File: src/rtl/common_pkg.sv
// Shared constants and types for the RAM bus arbiter: period geometry,
// window boundaries and the arbiter state encoding.
package common_pkg;

    localparam int ARB_PERIOD_CYCLES = 32;
    localparam int SLOT_W            = $clog2(ARB_PERIOD_CYCLES);

    localparam logic [SLOT_W-1:0] VIDEO_FIRST     = 5'd0;
    localparam logic [SLOT_W-1:0] VIDEO_LOAD_SLOT = 5'd6;
    localparam logic [SLOT_W-1:0] WBA_FIRST       = 5'd8;
    localparam logic [SLOT_W-1:0] WBA_LAST        = 5'd15;
    localparam logic [SLOT_W-1:0] CPU_FIRST       = 5'd16;
    localparam logic [SLOT_W-1:0] CPU_LAST        = 5'd23;
    localparam logic [SLOT_W-1:0] WBB_FIRST       = 5'd24;
    localparam logic [SLOT_W-1:0] WBB_LAST        = 5'd31;
    localparam logic [SLOT_W-1:0] CPU_EN_SLOT     = 5'd31;

    localparam logic [2:0] GRANT_NONE  = 3'b000;
    localparam logic [2:0] GRANT_VIDEO = 3'b001;
    localparam logic [2:0] GRANT_CPU   = 3'b010;
    localparam logic [2:0] GRANT_WB    = 3'b100;

    typedef enum logic [2:0] {
        ARB_VIDEO     = 3'd0,
        ARB_CPU       = 3'd1,
        ARB_WB_IDLE   = 3'd2,
        ARB_WB_ACTIVE = 3'd3,
        ARB_WB_DONE   = 3'd4
    } arb_state_t;

    typedef enum logic [1:0] {
        WIN_VIDEO = 2'd0,
        WIN_WB_A  = 2'd1,
        WIN_CPU   = 2'd2,
        WIN_WB_B  = 2'd3
    } window_t;

    function automatic window_t window_of(input logic [SLOT_W-1:0] slot);
        if (slot < WBA_FIRST)      return WIN_VIDEO;
        else if (slot < CPU_FIRST) return WIN_WB_A;
        else if (slot < WBB_FIRST) return WIN_CPU;
        else                       return WIN_WB_B;
    endfunction

endpackage

File: src/rtl/ram_arbiter.sv
// Time-sliced RAM bus arbiter: a 32-slot period split into video, CPU and
// two Wishbone windows, with one-cycle load/enable/timeout pulses.
module ram_arbiter
    import common_pkg::*;
(
    input  logic              wb_clock_i,
    input  logic              wb_reset_i,
    input  logic              cpu_ready_i,
    input  logic              wb_req_i,
    input  logic              wb_done_i,
    output logic [2:0]        grant_o,
    output logic [SLOT_W-1:0] slot_o,
    output logic              cpu_en_o,
    output logic              video_load_o,
    output logic              wb_timeout_o,
    output arb_state_t        arb_state
);

    logic [SLOT_W-1:0] slot_q;
    logic [SLOT_W-1:0] slot_next;
    logic              running_q;
    arb_state_t        state_q;
    arb_state_t        state_next;
    logic              cpu_ok_q;
    logic              video_load_q;
    logic              cpu_en_q;
    logic              timeout_q;
    logic              wb_last;

    // The first clock after reset release holds slot 0 so the period starts
    // with a full video slot 0 rather than skipping straight to slot 1.
    always_comb begin
        slot_next  = running_q ? slot_q + 5'd1 : '0;
        wb_last    = (slot_q == WBA_LAST) || (slot_q == WBB_LAST);
        state_next = state_q;
        case (window_of(slot_next))
            WIN_VIDEO: state_next = ARB_VIDEO;
            WIN_CPU:   state_next = ARB_CPU;
            default: begin
                // wb_req_i is taken at the edge that opens the window, so a
                // granted request owns the bus from the window's first slot.
                if ((slot_next == WBA_FIRST) || (slot_next == WBB_FIRST)) begin
                    state_next = wb_req_i ? ARB_WB_ACTIVE : ARB_WB_IDLE;
                end else if ((state_q == ARB_WB_ACTIVE) && wb_done_i) begin
                    state_next = ARB_WB_DONE;
                end
            end
        endcase
    end

    always_ff @(posedge wb_clock_i) begin
        if (wb_reset_i) begin
            slot_q       <= '0;
            running_q    <= 1'b0;
            state_q      <= ARB_VIDEO;
            cpu_ok_q     <= 1'b0;
            video_load_q <= 1'b0;
            cpu_en_q     <= 1'b0;
            timeout_q    <= 1'b0;
        end else begin
            slot_q       <= slot_next;
            running_q    <= 1'b1;
            state_q      <= state_next;
            if (running_q && (slot_q == CPU_LAST)) begin
                cpu_ok_q <= cpu_ready_i;
            end
            video_load_q <= (slot_next == VIDEO_LOAD_SLOT);
            cpu_en_q     <= (slot_next == CPU_EN_SLOT) && cpu_ok_q;
            timeout_q    <= (state_q == ARB_WB_ACTIVE) && wb_last && !wb_done_i;
        end
    end

    always_comb begin
        grant_o = GRANT_NONE;
        if (running_q) begin
            case (state_q)
                ARB_VIDEO:     grant_o = GRANT_VIDEO;
                ARB_CPU:       grant_o = GRANT_CPU;
                ARB_WB_ACTIVE: grant_o = GRANT_WB;
                default:       grant_o = GRANT_NONE;
            endcase
        end
    end

    assign slot_o       = slot_q;
    assign cpu_en_o     = cpu_en_q;
    assign video_load_o = video_load_q;
    assign wb_timeout_o = timeout_q;
    assign arb_state    = state_q;

endmodule
File: config.mk
export PLATFORM = sky130hd
export DESIGN_NAME = ram_arbiter
export DESIGN_NICKNAME = d
export VERILOG_FILES = /design/src/rtl/common_pkg.sv /design/src/rtl/ram_arbiter.sv
export SDC_FILE = /design/constraint.sdc
export NUM_CORES = 1
export LEC_CHECK = 0
export ABC_AREA = 1
export CELL_PAD_IN_SITES_DETAIL_PLACEMENT = 0
export CELL_PAD_IN_SITES_GLOBAL_PLACEMENT = 1
export CORE_MARGIN = 10
export CORE_UTILIZATION = 32
export DETAILED_ROUTE_END_ITERATION = 16
export PLACE_DENSITY = 0.84
export SYNTH_ARGS = -nofsm -noshare
export SYNTH_HDL_FRONTEND = slang
export SYNTH_SLANG_ARGS = --single-unit
File: constraint.sdc
create_clock -name wb_clock_i -period 3.5 [get_ports wb_clock_i]
set_clock_uncertainty 0.2 [all_clocks]
set_input_delay 1.05 -clock wb_clock_i [delete_from_list [all_inputs] [get_ports wb_clock_i]]
set_output_delay 1.05 -clock wb_clock_i [all_outputs]
set_load 0.02 [all_outputs]
# ---- Word-level counts from Yosys, hierarchy flattened
# Index checks and enable logic that the tools add are counted.
# Widths: inputs -> output; s select.
dict set report totals {
  ff_bits 13
  latchBits 0
  ramBits 0
  romBits 0
  in_bits 5
  out_inout_bits 14
  elab_cells 43
  mem_count 0
}
dict set report op_classes {
  add_sub_neg 1
  mul 0
  n_div 0
  order_cmp 3
  eq_ne 10
  n_shift 0
  muxes 11
  bitwise 0
  n_reduce_logical 11
}
# operator n
set ops {}
lappend ops {{$eq 5x5->1 const B} 4}
lappend ops {{$eq 5x4->1 const B} 2}
lappend ops {{$lt 5x5->1 const B} 2}
lappend ops {{$mux 3} 3}
lappend ops {{$pmux 3 s3} 1}
lappend ops {{$pmux 3 s2} 1}
lappend ops {{$add 5x1->5 const B} 1}
lappend ops {{$eq 5x3->1 const B} 1}
lappend ops {{$logic_and 1x1->1} 5}
lappend ops {{$lt 5x4->1 const B} 1}
lappend ops {{$mux 5} 1}
lappend ops {{$mux 2} 2}
lappend ops {{$reduce_bool 4->1} 1}
lappend ops {{$eq 3x1->1 const B} 1}
lappend ops {{$eq 3x2->1 const B} 1}
lappend ops {{$logic_not 3->1} 1}
lappend ops {{$mux 1} 3}
lappend ops {{$eq 2x2->1 const B} 1}
lappend ops {{$logic_not 2->1} 1}
lappend ops {{$logic_or 1x1->1} 2}
lappend ops {{$logic_not 1->1} 1}

# ---- Longest topological paths before layout
dict set report depth {
  word_depth 8
  ltp_mapped 9
  depth_no_buf 9
}

# ---- Worst setup path after synthesis
# OpenSTA, ideal clock, no wires.
dict set report synth_timing {
  path_kind {reg2out}
  startpoint {register state_q[0], in the netlist arb_state[0]}
  endpoint {output grant_o[1]}
  arrival_time_ps 1249
  t_required_ps 2250
  slack_ps 1001
  stages_incl_launch_ff 3
  path_buffers 0
  path_cell_list {dfxtp_1 > inv_1 > nor4_1}
}
dict set report synth_between {
  elab_chain_cells 3
  word_cells_on_any_way 5
  classes_between {eq/ne: 2; mux: 2; reduce/logical: 1}
}
# element line_no
set synth_lines {}
lappend synth_lines {{start, declared} ram_arbiter.sv:22} ;# arb_state_t state_q;
lappend synth_lines {{start signal, assigned} ram_arbiter.sv:63} ;# state_q <= state_next;
lappend synth_lines {{$eq 3x2->1 (tied with other cells)} ram_arbiter.sv:76} ;# case (state_q)
lappend synth_lines {{$pmux 3 s3 *} ram_arbiter.sv:76}
lappend synth_lines {{$mux 3 *} ram_arbiter.sv:75} ;# if (running_q) begin
lappend synth_lines {{end, declared} ram_arbiter.sv:11} ;# output logic [2:0] grant_o,
# Mark *: on every way between the ends. The rest lies on a longest branch, timed or not.

# ---- Worst setup path in the final report
dict set report layout_timing {
  startpoint {register running_q}
  endpoint {output grant_o[0]}
}
dict set report layout_between {
  elab_chain_cells 1
}
# element line_no
set layout_lines {}
lappend layout_lines {{start, declared} ram_arbiter.sv:21} ;# logic running_q;
lappend layout_lines {{start signal, assigned} ram_arbiter.sv:54} ;# running_q <= 1'b0;
lappend layout_lines {{start signal, assigned} ram_arbiter.sv:62} ;# running_q <= 1'b1;
lappend layout_lines {{$mux 3} ram_arbiter.sv:75}
# Every way passes these cells.

==> summary.txt <==
Status
  – Status: finished clean

Detailed routing
  – Top layer in use: met4
  – DRC violations left: 0
  – Via count: 578
  – Drt wl/cell: between 10 and 15 um
  – WL final: 1438 um
  – DR pass1 iterations: 4
  – Met2 routed WL: 675 um
  – DRT iter0 DRCs: 16
  – Remaining antenna violation count: 0
  – Vias per cell: around 4.7
  – Metal3 WL: 99 um
  – Wire length on met1: 659 um

STA
  – RSZ-0062 raised after global routing: false
  – Endpoints failing setup: 0
  – Final cycle utilization of the critical path: a little over four fifths
  – Rel. slew slack: 79.64%
  – Final hold slack: between 300 and 400 ps
  – Hold Vio Cnt, Final: 0
  – Worst-Margin Slew: 304.5 ps
  – Min cycle time layout: 2927 ps
  – Setup_tns: 0 ps
  – Pins Over Slew Limit: 0
  – Fmax: 0.3416 GHz

Placement
  – Post-DP HPWL: 1160 um
  – Port bufs: 18
  – Gp weighted congestion: 0.7440

Power and ir drop
  – Leakage: 0.3199 nW
  – Clk pwr share: 34.2%
  – Sw Share: a little under a quarter
  – Combinational group share of total power: between 8 and 9%
  – Worst VDD drop: 264.7 uV
  – Psw: 0.06119 mW
  – Flop pwr share: a little under three fifths
  – Internal power: 0.2036 mW
  – Cell Pwr Density: 324.6 nW/um^2

Yosys
  – Top FF cell, synth: dfxtp_1
  – Synthesized Nets: 84
  – Distinct cells, synth: 19
  – Post-synthesis cell count: between 70 and 80
  – Synth async-reset ratio: 0%
  – Ys Warns: 0
  – Mapped cell area: between 500 and 600 um^2
  – Sequential fraction of the synthesis area: 44.73%
  – Number of enable flip-flop cells after synthesis: 0
  – Number of synthesized register bits: 13
  – Syn Area/Cell: 7.655 um^2

Floorplan
  – Core region area: 1727 um^2
  – Die width: 62.64 um
  – Initial core utilization: approximately 34%
  – Die ar.: 3924 um^2
  – FP Rows: 15
  – Die H: 62.64 um
  – Boundary pin count: 19

Critical path
  – Worst Path Max Fanout: 8
  – Crit-path slowest cell: clkdlybuf4s50_1
  – WS Path Type: reg -> out
  – Critical path, cell by cell: inv_2 > nor4_1 > clkdlybuf4s50_1
  – RR Startpoint: slot_o[0]
  – CP startpoint kind: flop
  – CP endpoint kind: primary output
  – Worst endpoint data arrival time: 1680 ps
  – Worst reg-to-reg path cell count: 6
  – Reg2reg end: cpu_en_o
  – Critical Path Max Stage Delay: 650 ps
  – Crit path required time: roughly 2300 ps
  – R2R Setup Slk: 1520 ps

Clock tree
  – CTS Buffer Depth: 2
  – Post-cts repair resize count: 0
  – CTS sink cnt: 13
  – TritonCTS clock tree: done
  – Root buf cell: clkbuf_4
  – Setup Fix Bufs, Post-CTS: 0
  – Clock slew at reported path FFs: around 80 ps
  – Clk Latency, worst-skew pair: 270 ps
  – Hold_buf cts: 0
  – H-tree Lvls: 1
  – CTS Buf Count: 3

Finish
  – Share of layout cells above drive strength 1: under 10%
  – Most frequent cells in the layout: clkdlybuf4s50_1 (18), dfxtp_1 (13), nor2_1 (12)
  – Area Overhead vs Synth: 40.21%
  – Commonest non-fill, non-tap cell in the layout: clkdlybuf4s50_1
  – Ant diodes: 0
  – Nets: 106

Min path
  – Min-Delay Startpoint: cpu_ok_q
  – Hold Path End: cpu_en_o
  – Hold Crit Depth: 2
  – Tightest Hold Check Type: reg -> reg

Global route
  – Aggregate global-route resource usage: 7.327%
  – First-pass GRT wire length: 2332 um
  – Largest net degree at the start of global routing: 9
  – GRT overflow: 0
  – Vias in the first global route: between 500 and 600
  – Initial antenna violation count: 0

Run
  – Max Cap Viol: 0
[area by class of cell]
cell class	instances	area (um^2)
well taps	25	31.28
clock buffers	4	26.28
inverters	10	37.54
flip-flops and latches	13	260.3
multi-input cells	52	280.3
repair buffers	18	180.2
fillers	202	910.9
[sequential cells by signal (all words and copies together) (netlist names)]
| name | cells |
|---|---|
| arb_state | 3 |
| video_load_o | 1 |
| running_q | 1 |
| wb_timeout_o | 1 |
| cpu_en_o | 1 |
| cpu_ok_q | 1 |
| slot_o | 5 |
[critical path: cells and delay by family (launching register included)]
kind	cells	cell delay, ps
buffers and inverters	2	770
flip-flops	1	440
AND/OR/NAND/NOR	1	180
[routing by layer]
layer / vias up / GRT usage [%]
met1: 255 / 7.786
met5: - / 0
met3: 2 / 3.943
li1: 300 / -
met2: 21 / 11.67
met4: 0 / 3.352
[how the worst max path moves through the flow]
stage / cells past startpoint / slack [ps] / start / endpoint
6_report: 3 / 570 / running_q / grant_o[0]
5_1_grt: 3 / 440 / running_q / grant_o[1]
4_1_cts: 3 / 550 / running_q / grant_o[1]
3_5_place_dp: 3 / 870 / running_q / grant_o[1]
3_3_place_gp: 3 / 910 / running_q / grant_o[1]
2_1_floorplan: 2 / 1000 / arb_state[0] / grant_o[1]
[cell usage after synthesis, types with 3 or more instances]
cell     number  share of area, %
inv_1         9               5.8
ha_1          3               6.5
nand2_1       9               5.8
nor4_1        4               4.3
nor2_1       12               7.7
dfxtp_1      13                45
nor3_1        5               4.3
nand3_1       6               5.2
nand4_1       5               5.4
[logic make-up after synthesis]
| family | count (synthesis) | synth area share (%) |
|---|---|---|
| adder cells (fa/ha/maj) | 3 | 6.452 |
| buffers and inverters | 11 | 7.095 |
| AND/OR/NAND/NOR | 46 | 39.14 |
| AO/OA/AOI/OAI | 3 | 2.578 |
| flip-flops | 13 | 44.73 |
[metrics by stage]
stage,util [%],setup slack [ps],instance area [um^2],power [mW],std cells
2_1_floorplan,-,1001,581.8,0.1673,76
3_3_place_gp,45.72,914.1,789.5,0.1777,118
3_5_place_dp,45.72,865.6,789.5,0.1777,118
4_1_cts,47.25,554.1,815.8,0.2687,122
5_1_grt,47.25,443.2,815.8,0.2788,122
6_report,47.25,572.6,815.8,0.2648,122
[power by group through the flow]
stage                     logic, mW  clock network [mW]  registers [mW]
after CTS                    0.0220              0.0944           0.152
after global placement       0.0220                   0           0.156
after floorplan              0.0106                   0           0.157
after detailed placement     0.0218                   0           0.156
after global routing         0.0239               0.102           0.153
final                        0.0219              0.0906           0.152
Note: power is estimated with default switching activity, not from simulation.
